**src/rtl/riscv_pkg.sv**
```systemverilog
// Shared RV32I pipeline definitions: word width, reset/NOP constants and the
// instruction-fetch state encoding.
package riscv_pkg;

  localparam int XLEN = 32;

  typedef logic [XLEN-1:0] word_t;

  localparam word_t RESET_PC = 32'h0000_0000;
  localparam word_t NOP_INST = 32'h0000_0013;  // ADDI x0,x0,0

  typedef enum logic [1:0] {
    FETCH,
    WAIT,
    FULL,
    DISCARD
  } fetch_state_e;

  // Instruction addresses are word aligned; the low two bits are dropped.
  function automatic word_t align_pc(word_t pc);
    return pc & ~word_t'(3);
  endfunction

endpackage

```
**src/rtl/if_id_reg.sv**
```systemverilog
// IF/ID pipeline register: flush and bubble clear valid and force a NOP while
// keeping the pc fields; load captures a new instruction; hold freezes all.
module if_id_reg
  import riscv_pkg::*;
#(
  parameter word_t NOP_WORD = NOP_INST
) (
  input  logic              clk,
  input  logic              rst_n,
  input  logic              flush_i,
  input  logic              load_i,
  input  logic              hold_i,
  input  logic [XLEN-1:0]   pc_i,
  input  logic [XLEN-1:0]   inst_i,
  output logic              valid_o,
  output logic [XLEN-1:0]   pc_o,
  output logic [XLEN-1:0]   pc_plus4_o,
  output logic [XLEN-1:0]   inst_o
);

  logic  valid_q;
  word_t pc_q;
  word_t pc_plus4_q;
  word_t inst_q;

  // NOTE: sequential state uses non-blocking assignments so every register
  // samples the pre-edge values, independent of statement order.
  always_ff @(posedge clk or negedge rst_n) begin
    if (!rst_n) begin
      valid_q    <= 1'b0;
      pc_q       <= '0;
      pc_plus4_q <= '0;
      inst_q     <= NOP_WORD;
    end else if (flush_i || !(load_i || hold_i)) begin
      valid_q <= 1'b0;
      inst_q  <= NOP_WORD;
    end else if (load_i) begin
      valid_q    <= 1'b1;
      pc_q       <= pc_i;
      pc_plus4_q <= pc_i + 32'd4;
      inst_q     <= inst_i;
    end
  end

  assign valid_o    = valid_q;
  assign pc_o       = pc_q;
  assign pc_plus4_o = pc_plus4_q;
  assign inst_o     = inst_q;

endmodule

```
**src/rtl/fetch_stage.sv**
```systemverilog
// RV32I instruction fetch: owns the PC, keeps at most one imem request in
// flight, skids one returned word across decode stalls and absorbs redirects.
module fetch_stage #(
  parameter logic [31:0] RESET_PC = riscv_pkg::RESET_PC,
  parameter logic [31:0] NOP_INST = riscv_pkg::NOP_INST
) (
  input  logic        clk,
  input  logic        rst_n,
  output logic        imem_req_o,
  output logic [31:0] imem_addr_o,
  input  logic        imem_rvalid_i,
  input  logic [31:0] imem_rdata_i,
  input  logic        stall_i,
  input  logic        redirect_i,
  input  logic [31:0] redirect_pc_i,
  output logic        id_valid_o,
  output logic [31:0] id_pc_o,
  output logic [31:0] id_pc_plus4_o,
  output logic [31:0] id_inst_o
);

  import riscv_pkg::*;

  fetch_state_e state_q;
  word_t        pc_q;
  word_t        skid_inst_q;
  word_t        pc_plus4;
  logic         accept;

  logic         req;
  word_t        addr;
  logic         load;
  word_t        load_inst;

  assign accept   = !stall_i;
  assign pc_plus4 = pc_q + 32'd4;

  // NOTE: every signal driven here gets a default first, so no path through
  // the case leaves a value unassigned and no latch is inferred.
  always_comb begin
    req       = 1'b0;
    addr      = pc_q;
    load      = 1'b0;
    load_inst = imem_rdata_i;
    if (!redirect_i) begin
      unique case (state_q)
        FETCH: req = 1'b1;
        WAIT: begin
          if (imem_rvalid_i && accept) begin
            req  = 1'b1;
            addr = pc_plus4;
            load = 1'b1;
          end
        end
        FULL: begin
          if (accept) begin
            req       = 1'b1;
            addr      = pc_plus4;
            load      = 1'b1;
            load_inst = skid_inst_q;
          end
        end
        DISCARD: ;
      endcase
    end
  end

  assign imem_req_o  = req & rst_n;
  assign imem_addr_o = addr;

  always_ff @(posedge clk or negedge rst_n) begin
    if (!rst_n) begin
      state_q     <= FETCH;
      pc_q        <= RESET_PC;
      skid_inst_q <= NOP_INST;
    end else if (redirect_i) begin
      // An outstanding request with no response yet must be drained first.
      pc_q        <= align_pc(redirect_pc_i);
      skid_inst_q <= NOP_INST;
      state_q     <= ((state_q == WAIT || state_q == DISCARD) && !imem_rvalid_i)
                     ? DISCARD : FETCH;
    end else begin
      unique case (state_q)
        FETCH: state_q <= WAIT;
        WAIT: begin
          if (imem_rvalid_i) begin
            if (accept) begin
              pc_q <= pc_plus4;
            end else begin
              skid_inst_q <= imem_rdata_i;
              state_q     <= FULL;
            end
          end
        end
        FULL: begin
          if (accept) begin
            pc_q    <= pc_plus4;
            state_q <= WAIT;
          end
        end
        DISCARD: begin
          if (imem_rvalid_i) state_q <= FETCH;
        end
      endcase
    end
  end

  // The skid word belongs to pc_q: pc_q only advances once the word is consumed.
  if_id_reg #(
    .NOP_WORD (NOP_INST)
  ) u_if_id (
    .clk        (clk),
    .rst_n      (rst_n),
    .flush_i    (redirect_i),
    .load_i     (load),
    .hold_i     (stall_i),
    .pc_i       (pc_q),
    .inst_i     (load_inst),
    .valid_o    (id_valid_o),
    .pc_o       (id_pc_o),
    .pc_plus4_o (id_pc_plus4_o),
    .inst_o     (id_inst_o)
  );

  a_no_stray_rvalid : assert property (@(posedge clk) disable iff (!rst_n)
    !(imem_rvalid_i && (state_q == FETCH || state_q == FULL)));

endmodule

```
**config.mk**
```make
export PLATFORM = sky130hd
export DESIGN_NAME = fetch_stage
export DESIGN_NICKNAME = d
export VERILOG_FILES = /design/src/rtl/riscv_pkg.sv /design/src/rtl/if_id_reg.sv /design/src/rtl/fetch_stage.sv
export SDC_FILE = /design/constraint.sdc
export NUM_CORES = 1
export LEC_CHECK = 0
export BUFFER_PORTS_ARGS = -buffer_cell sky130_fd_sc_hd__buf_4
export CAP_MARGIN = 20
export CORE_UTILIZATION = 59
export DETAILED_ROUTE_END_ITERATION = 8
export GPL_TIMING_DRIVEN = 1
export PLACE_DENSITY = 0.86
export SLEW_MARGIN = 20
export SYNTH_ARGS = -nofsm -noshare
export SYNTH_HDL_FRONTEND = slang
export SYNTH_HIERARCHICAL = 1
export SYNTH_SLANG_ARGS = --single-unit
```
**constraint.sdc**
```tcl
create_clock -name clk -period 4.95 [get_ports clk]
set_input_delay 0.2475 -clock clk [delete_from_list [all_inputs] [get_ports clk]]
set_output_delay 0.2475 -clock clk [all_outputs]
set_load 0.02 [all_outputs]
```
==> flow_metrics.tcl, run 1 <==
set metrics [dict create \
    status "finished clean" \
    rrSetupSlack_ps 1290 \
    die_area_um2 15500 \
    antenna_left 0 \
    switching_share_pct 39.8 \
    rr_endpoint "u_if_id/pc_plus4_o[22]" \
    mostFrequentLayoutCell "buf_4" \
    core_area_um2 14600 \
    relSlewSlack_pct 40.5 \
    cts_sinks 159 \
    worstSetupStartpointType "flop" \
    arrival_ps 4000 \
    cts_tree "yes" \
    synth_seq_cells 159 \
    ff_latch_area_um2 3990 \
    initial_core_util_pct 60.6 \
    fill_cells 1040 \
    timing.final.crit_share_pct 73.9 \
    rsz0062_at_grt "false" \
    ctsResizeCount 0 \
    cts_root_buffer "clkbuf_16" \
    num_rows 44 \
    drive_gt1_share_pct 26.8 \
    ios 199 \
    grt_usage_pct 35.0 \
    drt-pass1-iter-count 6 \
    clk_pin_slew_ps 70 \
    synth_edf_count 0 \
    place.gp.congestion 0.976 \
    grt_max_degree 72 \
    die_w_um 124 \
    nNetsFinal 1194 \
    clkLatencyLatePin_ps 430 \
    vias 8545 \
    pwr-share-clk_pct 24.5 \
    path_max_fanout 38 \
    die-height_um 124 \
    routedWlPerCell_um 20.5 \
    design_area_um2 10900 \
    critical_path_class "flop to flop" \
    dp_hpwl_um 18000 \
    clock.fmax_mhz 273 \
    critical_path.startpoint "state_q[0]" \
    cp.required_ps 5300 \
    post_dp_cell_area_um2 10300 \
    antenna_found_initial 0 \
    finalHoldViolCount 0 \
    synth_ff_type "dfrtp_1" \
    async_flop_share_pct 100 \
    post-route-min-period_ps 3660 \
    n_antenna_cell 0 \
    layout_common_cells "207 x buf_4, 177 x nand2_1, 153 x dfrtp_1" \
    synth_cell_types 73 \
    tightestPinTransition_ps 892 \
    cp-end-kind "flop" \
    drt-initial-drc-count 1073 \
    fin_skew_ps 9.41 \
    cp-endpoint "u_if_id/pc_plus4_o[22]" \
    grt_pass1_vias 8054 \
    power.density_nw_per_um2 481 \
    multi_input_area_um2 4470 \
    drv_cap 0 \
    io_buffers 194 \
    maxSlewViolCount 0 \
    grt_pass1_wl_um 43200 \
    syn_inst 971 \
    cts_buffer_depth 2 \
    cts_buffers 17 \
    ys_warn_count 6 \
    combinationalPowerShare_pct 39.4 \
    setup_viol 0 \
    ir_worst_vdd_mv 0.247 \
    drcViolationCount 0 \
    syn2layout_area_growth_pct 22.9 \
    ys_seq_area_share_pct 45.1 \
    gr-total-overflow 0 \
    p_leak_nw 4.91 \
    seq_power_share_pct 36.1 \
    synth_area_per_cell_um2 9.10 \
    power_switching_w 0.00208 \
    vias_per_cell 6.49 \
    netlist_area_um2 8840 \
    regToRegStartpoint "state_q[0]" \
    internal_power_w 0.00315 \
    holdCritPathClass "input pin to flop" \
    drt_wl_total_um 26900 \
    h-tree-depth 4 \
    reg2reg_depth 10 \
    finalSetupTns_ps 0 \
]
## synthesized netlist by cell type (3+ instances only)
cell type    n  share of area [%]
inv_1        7               0.30
nand3_1     36                2.0
ha_1         6               0.85
nor2b_1      3               0.21
a31oi_1     37                2.6
xnor2_1     15                1.5
o21ai_0     75                4.2
a21oi_1     26                1.5
dfrtp_1    153                 43
mux2i_1      6               0.68
o221ai_1     3               0.30
xor2_1      21                2.1
o22a_1       8               0.79
buf_4        9               0.76
nor3_1      14               0.79
and3_1       9               0.64
nor4b_1      4               0.40
dfstp_2      6                1.8
a41oi_1      7               0.69
and2_1       5               0.35
a22o_1      58                5.7
buf_2       17               0.96
and4_1       6               0.59
nand2_1    177                7.5
or3_1       10               0.71
nand4_1     26                1.8
o211ai_1     7               0.59
o21a_1       4               0.34
mux2_2      34                4.3
or4_1        9               0.76
nor2_1      49                2.1
nor4_1       9               0.64
nand2b_1     8               0.57
o31ai_1      5               0.42
a211o_1      3               0.30
clkbuf_1    52                2.2
## how the worst min path moves through the flow
stage                      startpoint            endpoint  slack (ps)  cells past startpoint
floorplan                       rst_n            pc_q[10]         -50                      0
global placement                rst_n     skid_inst_q[21]         180                      1
detailed placement              rst_n  u_if_id/inst_o[30]         180                      1
CTS                 redirect_pc_i[16]            pc_q[16]          20                      3
global route        redirect_pc_i[28]            pc_q[28]          20                      3
finish              redirect_pc_i[13]            pc_q[13]          30                      3
## power by group through the flow
stage,registers (W),clock network (W),logic (W)
4_1_cts,0.00188,0.00129,0.00205
3_5_place_dp,0.00191,0,0.00203
3_3_place_gp,0.00189,0,0.00200
6_report,0.00189,0.00128,0.00206
5_1_grt,0.00193,0.00136,0.00220
2_1_floorplan,0.00215,0,0.000898
## cells by family (layout without fill, tap and decap cells)
group	after synthesis	in the layout	share of synthesized area [%]
AND/OR/NAND/NOR	386	386	21.5
AO/OA/AOI/OAI	250	250	19.1
flip-flops	159	159	45.1
buffers and inverters	93	251	4.76
multiplexers	40	40	5.01
XOR/XNOR	36	36	3.57
adder cells (fa/ha/maj)	6	6	0.849
other	1	4	0.0424
## worst max-delay path, cell delays in order, from the launching register on
cell     delay, ps
dfrtp_1        410
inv_1           80
ha_1           290
nor2b_1        370
nand2_1        300
o21a_1         320
inv_2          380
nor2b_4        810
buf_4          380
nor2_1          70
a31oi_1        150
## metal layers
| layer | routed length, um | GRT usage, % |
|---|---|---|
| met2 | 12500 | 54.1 |
| met4 | 862 | 12.8 |
| met5 | 0 | 0 |
| met1 | 11100 | 48.0 |
| met3 | 2510 | 8.42 |
## stage by stage
| stage | utilization, % | setup WS [ps] | total power (W) | cells | hold slack (ps) |
|---|---|---|---|---|---|
| floorplan | - | 2030 | 0.00305 | 974 | -48.1 |
| global placement | 70.5 | 1430 | 0.00389 | 1283 | 183 |
| finish | 74.5 | 1290 | 0.00523 | 1316 | 28.4 |
| detailed placement | 70.5 | 1380 | 0.00394 | 1283 | 182 |
| global route | 74.5 | 1050 | 0.00549 | 1316 | 18.2 |
| CTS | 74.5 | 1360 | 0.00522 | 1316 | 22.0 |
## layout make-up
class                      instances  share of cell area [%]
sequential                       159                    36.7
timing repair buffer             209                    14.5
inverter                          10                   0.345
tap                              184                    2.12
clock inverter                    13                    1.16
clock buffer                      19                    4.08
multi-input combinational        722                    41.1
## sequential cells by signal, indices dropped and copies added, names as in the netlist
signal / flops
u_if_id/valid_o: 1
skid_inst_q: 32
u_if_id/pc_o: 32
state_q: 2
pc_q: 30
u_if_id/inst_o: 32
u_if_id/pc_plus4_o: 30
## timing repair
item	in CTS	in global routing
hold endpoints to repair	39	0
buffers inserted	0	0
setup endpoints to repair	0	0
hold buffers	1	0
Note: power is estimated with default switching activity, not from simulation.
==> run 2, diff against run 1 <==
--- a/config.mk
+++ b/config.mk
@@ -5,12 +5,13 @@
 export SDC_FILE = /design/constraint.sdc
 export NUM_CORES = 1
 export LEC_CHECK = 0
+export ABC_AREA = 1
 export BUFFER_PORTS_ARGS = -buffer_cell sky130_fd_sc_hd__buf_4
 export CAP_MARGIN = 20
-export CORE_UTILIZATION = 59
+export CORE_UTILIZATION = 56
 export DETAILED_ROUTE_END_ITERATION = 8
 export GPL_TIMING_DRIVEN = 1
-export PLACE_DENSITY = 0.86
+export PLACE_DENSITY = 0.81
 export SLEW_MARGIN = 20
 export SYNTH_ARGS = -nofsm -noshare
 export SYNTH_HDL_FRONTEND = slang
==> constraint.sdc (replaced) <==
create_clock -name clk -period 3.4 [get_ports clk]
set_input_delay 0.17 -clock clk [delete_from_list [all_inputs] [get_ports clk]]
set_output_delay 0.17 -clock clk [all_outputs]
set_load 0.02 [all_outputs]
==> flow_metrics.tcl, run 2 <==
set metrics [dict create \
    status "finished clean" \
    mostFrequentLayoutCell "nand2_1" \
    ctsResizeCount 0 \
    tightestPinTransition_ps 1090 \
    io_buffers 194 \
    ir_worst_vdd_mv 0.614 \
    grt_usage_pct 32.4 \
    design_area_um2 12100 \
    cts_sinks 159 \
    finalHoldViolCount 0 \
    ys_warn_count 6 \
    reg2reg_depth 12 \
    drive_gt1_share_pct 16.9 \
    cp-end-kind "primary output" \
    async_flop_share_pct 100 \
    core_area_um2 17400 \
    num_rows 48 \
    critical_path.top_delay_family "buffers and inverters" \
    layout_common_cells "409 x nand2_1, 204 x buf_4, 193 x nor2_1" \
    post-route-min-period_ps 3110 \
    drt-initial-drc-count 1180 \
    cts_root_buffer "clkbuf_16" \
    die_area_um2 18400 \
    holdPathStages 3 \
    dp_hpwl_um 20000 \
    drt_wl_total_um 29400 \
    cts_buffers 17 \
    synth_ff_type "dfrtp_1" \
    regToRegStartpoint "state_q[1]" \
    cp.required_ps 3230 \
    synth_most_common_cell "nand2_1" \
    post_dp_cell_area_um2 11500 \
    ios 199 \
    cp_slowest_stage_delay_ps 400 \
    rrSetupSlack_ps 320 \
    synth_edf_count 0 \
    fin_skew_ps 9.80 \
    rr_endpoint "u_if_id/inst_o[12]" \
    h-tree-depth 4 \
    whs_endpoint "pc_q[8]" \
    rsz0062_at_grt "false" \
    cts_buffer_depth 2 \
    clk_pin_slew_ps 70 \
    synthTopCellsByArea "dfrtp_1 38%, nand2_1 15%, nor2_1 7.3%, nand3_1 5.9%, inv_1 5.8%" \
    arrival_ps 2940 \
    critical_path_class "flop to primary output" \
    holdCritPathClass "input pin to flop" \
    worstSetupStartpointType "flop" \
    die_w_um 136 \
    die-height_um 136 \
    clkLatencyLatePin_ps 440 \
    relSlewSlack_pct 27.2 \
    synth_commonest_cells "409 x nand2_1, 194 x nor2_1, 156 x inv_1, 153 x dfrtp_1, 119 x nand3_1" \
    netlist_area_um2 10000 \
    gr-total-overflow 0 \
    yosysTopAreaCell "dfrtp_1" \
    worstHoldStart "redirect_pc_i[8]" \
    routedWlPerCell_um 15.8 \
    syn2layout_area_growth_pct 21.2 \
    syn_inst 1474 \
    cp_cell_sequence "inv_1 -> ha_1 -> nand2_1 -> clkinv_1 -> buf_4 -> o21ai_0 -> o21bai_1 -> inv_1 -> a21oi_1 -> buf_4" \
    path_buf_inv 5 \
    synth_seq_cells 159 \
    drt-pass1-iter-count 8 \
    drv_cap 0 \
    maxSlewViolCount 0 \
    place.gp.congestion 0.925 \
    setup_viol 0 \
    cts_tree "yes" \
    timing.final.crit_share_pct 91.5 \
    antenna_found_initial 0 \
    initial_core_util_pct 57.7 \
    vias_per_cell 5.65 \
    grt_pass1_wl_um 46700 \
    cts_setup_buffers 0 \
    nNetsFinal 1705 \
    yosysTopAreaCellShare_pct 38.2 \
    power.density_nw_per_um2 825 \
    finalSetupTns_ps 0 \
    grt_pass1_vias 9563 \
    drcViolationCount 0 \
    path_max_fanout 15 \
    ys_seq_area_share_pct 39.8 \
    n_antenna_cell 0 \
    vias 10500 \
    cts_hold_buffers 2 \
    p_leak_nw 6.13 \
    synth_cell_types 38 \
    antenna_left 0 \
    synth_area_per_cell_um2 6.79 \
    slowest_stage "dfrtp_1" \
    grt_max_degree 160 \
    clock.fmax_mhz 321 \
]
-- run 2: cell count changes in the layout (fill, tap and decap cells not counted), sizes merged, moves of 32 or more --
cell / previous run / this run
inv: 15 / 169
mux2: 34 / 0
a21oi: 26 / 93
o22ai: 2 / 34
nand3: 37 / 120
a31oi: 37 / 0
nand2: 178 / 416
o21ai: 75 / 124
nor2: 50 / 211
-- run 2: worst max path at each step --
stage	from	end	cells after the start
6_report	state_q[0]	imem_addr_o[15]	10
5_1_grt	state_q[0]	imem_addr_o[15]	10
4_1_cts	state_q[0]	imem_addr_o[15]	10
3_5_place_dp	stall_i	u_if_id/inst_o[12]	9
3_3_place_gp	stall_i	u_if_id/inst_o[25]	9
2_1_floorplan	state_q[1]	u_if_id/pc_o[6]	16
-- run 2: cell type report --
| class | instances | area (um^2) |
|---|---|---|
| flip-flops and latches | 159 | 3990 |
| fillers | 1491 | 5230 |
| inverters | 163 | 612 |
| well taps | 225 | 282 |
| clock inverters | 13 | 120 |
| repair buffers | 210 | 1620 |
| clock buffers | 19 | 443 |
| multi-input cells | 1079 | 5060 |
-- run 2: routing by layer --
metal | GRT usage (%) | wire (um)
met3 | 4.26 | 2500
met1 | 44.1 | 12300
met4 | 15.8 | 1170
met5 | 0 | 0
met2 | 50.9 | 13500
-- run 2: logic make-up (layout without fill, tap and decap cells) --
family	Yosys count	count (layout)	share of synthesized area [%]
AO/OA/AOI/OAI	301	301	17.2
XOR/XNOR	14	14	1.22
adder cells (fa/ha/maj)	6	6	0.750
buffers and inverters	239	405	9.90
flip-flops	159	159	39.8
other	1	4	0.0375
AND/OR/NAND/NOR	754	754	31.1
-- run 2: power breakdown --
group / internal (W) / leakage, nW / switching (W) / total [W]
clock network: 0.000985 / 0.274 / 0.000866 / 0.00185
registers: 0.00240 / 2.08 / 0.000812 / 0.00321
logic: 0.00180 / 3.78 / 0.00315 / 0.00495
-- run 2: worst reg2reg max path, cell delays in order (launching register included) --
cell,delay (ps)
dfrtp_1,370
inv_1,80
ha_1,280
inv_1,200
nor2_4,60
inv_1,240
o21ai_0,190
inv_1,90
nor2_1,80
inv_2,80
nand3_1,170
inv_1,870
a22o_1,300
-- run 2: per-stage QoR --
step	std cells	power [W]	worst slack, ps	hold slack, ps	util [%]
global route	1868	0.0107	126	36.5	69.9
detailed placement	1834	0.00807	445	399	66.5
finish	1868	0.0100	289	30.2	69.9
floorplan	1477	0.00619	1150	-126	-
global placement	1834	0.00794	501	404	66.5
CTS	1868	0.00995	313	25.3	69.9
==> run 3, diff against run 2 <==
--- a/config.mk
+++ b/config.mk
@@ -11,7 +11,7 @@
 export CORE_UTILIZATION = 56
 export DETAILED_ROUTE_END_ITERATION = 8
 export GPL_TIMING_DRIVEN = 1
-export PLACE_DENSITY = 0.81
+export PLACE_DENSITY = 0.82
 export SLEW_MARGIN = 20
 export SYNTH_ARGS = -nofsm -noshare
 export SYNTH_HDL_FRONTEND = slang
==> flow_metrics.tcl, run 3 (synthesis gave the netlist of run 2 again) <==
set metrics [dict create \
    regToRegStartpoint "state_q[1]" \
    die-height_um 136 \
    worstSetupStartpointType "flop" \
    io_buffers 194 \
    cp_slowest_stage_delay_ps 400 \
    slowest_stage "dfrtp_1" \
    ctsResizeCount 0 \
    mostFrequentLayoutCell "nand2_1" \
    dp_hpwl_um 20200 \
    cp.required_ps 3770 \
    arrival_ps 3310 \
    cts_root_buffer "clkbuf_16" \
    drt-initial-drc-count 1003 \
    grt_pass1_vias 9551 \
    grt_usage_pct 32.7 \
    tightestPinTransition_ps 984 \
    routedWlPerCell_um 16.0 \
    fin_skew_ps 7.79 \
    ir_worst_vdd_mv 0.686 \
    path_max_fanout 28 \
    critical_path_class "flop to flop" \
    drt-pass1-iter-count 6 \
    dp_cells 1833 \
    drive_gt1_share_pct 17.0 \
    n_antenna_cell 0 \
    maxSlewViolCount 0 \
    worstHoldStart "redirect_pc_i[2]" \
    rr_endpoint "u_if_id/pc_plus4_o[17]" \
    cts_hold_buffers 2 \
    instances_no_fill 1868 \
    power.density_nw_per_um2 826 \
    ios 199 \
    place.gp.congestion 0.920 \
    holdCritPathClass "input pin to flop" \
    drcViolationCount 0 \
    syn2layout_area_growth_pct 21.5 \
    rrSetupSlack_ps 460 \
    antenna_left 0 \
    gr-total-overflow 0 \
    drt_wl_total_um 29800 \
    reg2reg_depth 15 \
    cts_sinks 159 \
    cts_setup_buffers 0 \
    h-tree-depth 4 \
    cts_buffers 17 \
    layout_common_cells "409 x nand2_1, 203 x buf_4, 193 x nor2_1" \
    cp-end-kind "flop" \
    nNetsFinal 1705 \
    clk_pin_slew_ps 70 \
    vias 10400 \
    relSlewSlack_pct 34.4 \
    grt_pass1_wl_um 47100 \
    num_rows 48 \
    timing.final.crit_share_pct 86.5 \
    setup_viol 0 \
    core_area_um2 17400 \
    cts_tree "yes" \
    cpMostUsedCell "inv_1" \
    clkLatencyLatePin_ps 430 \
    whs_endpoint "pc_q[2]" \
    cts_buffer_depth 2 \
    clock.fmax_mhz 340 \
    grt_max_degree 160 \
    finalSetupTns_ps 0 \
    p_leak_nw 6.15 \
    holdPathStages 3 \
    rsz0062_at_grt "false" \
    antenna_found_initial 0 \
    die_area_um2 18400 \
    post-route-min-period_ps 2940 \
    initial_core_util_pct 57.7 \
    cp_cell_sequence "inv_1 -> ha_1 -> inv_1 -> nor2_4 -> inv_1 -> o21ai_0 -> inv_1 -> nor2_1 -> inv_2 -> nand2_1 -> nand3_4 -> inv_2 -> buf_12 -> nand3_1 -> nand3_1" \
    drv_cap 0 \
    status "finished clean" \
    die_w_um 136 \
    vias_per_cell 5.59 \
    finalHoldViolCount 0 \
]
-- run 3: cell counts in the layout (fill, tap and decap cells not counted) --
No cell type changed its count.
-- run 3: stage by stage --
stage	setup WS [ps]	utilization, %	power (W)	cell area, um^2	hold slack [ps]
final	459	70.1	0.0100	12200	25.5
after global routing	224	70.1	0.0107	12200	26.0
after CTS	390	69.9	0.00998	12100	17.2
after detailed placement	412	66.5	0.00806	11500	407
after global placement	506	66.5	0.00794	11500	400
after floorplan	1150	-	0.00619	10000	-126
-- run 3: layout make-up --
| type | instances | area [um^2] |
|---|---|---|
| Inverter | 163 | 612 |
| Clock inverter | 13 | 121 |
| Fill cell | 1487 | 5190 |
| Multi-Input combinational cell | 1079 | 5060 |
| Clock buffer | 19 | 453 |
| Tap cell | 225 | 282 |
| Timing Repair Buffer | 210 | 1640 |
| Sequential cell | 159 | 3990 |
-- run 3: critical path, delay by kind of cell, from the launching register on --
family	cells	cell delay (ps)
AO/OA/AOI/OAI	1	170
adder cells (fa/ha/maj)	1	320
buffers and inverters	7	1210
flip-flops	1	400
AND/OR/NAND/NOR	6	770
-- run 3: per-layer routing --
layer  share of wire [%]  track usage (%)
met1                  42             45.7
met2                  48             51.9
met3                 8.3             4.34
met4                 2.0             11.6
met5                   0                0
-- run 3: where the power goes --
part / switching, W / total (W) / leakage (nW) / internal, W
clock: 0.000879 / 0.00188 / 0.281 / 0.00101
combinational: 0.00316 / 0.00495 / 3.79 / 0.00180
sequential: 0.000811 / 0.00321 / 2.08 / 0.00240
-- run 3: worst max path at each step --
stage                    start  slack, ps                      to  cells after the start
finish              state_q[1]        460  u_if_id/pc_plus4_o[17]                     15
global route        state_q[1]        220  u_if_id/pc_plus4_o[17]                     15
CTS                 state_q[1]        390      u_if_id/inst_o[11]                     12
detailed placement  state_q[1]        410      u_if_id/inst_o[20]                     12
global placement    state_q[1]        510      u_if_id/inst_o[26]                     12
floorplan           state_q[1]       1150         u_if_id/pc_o[6]                     16
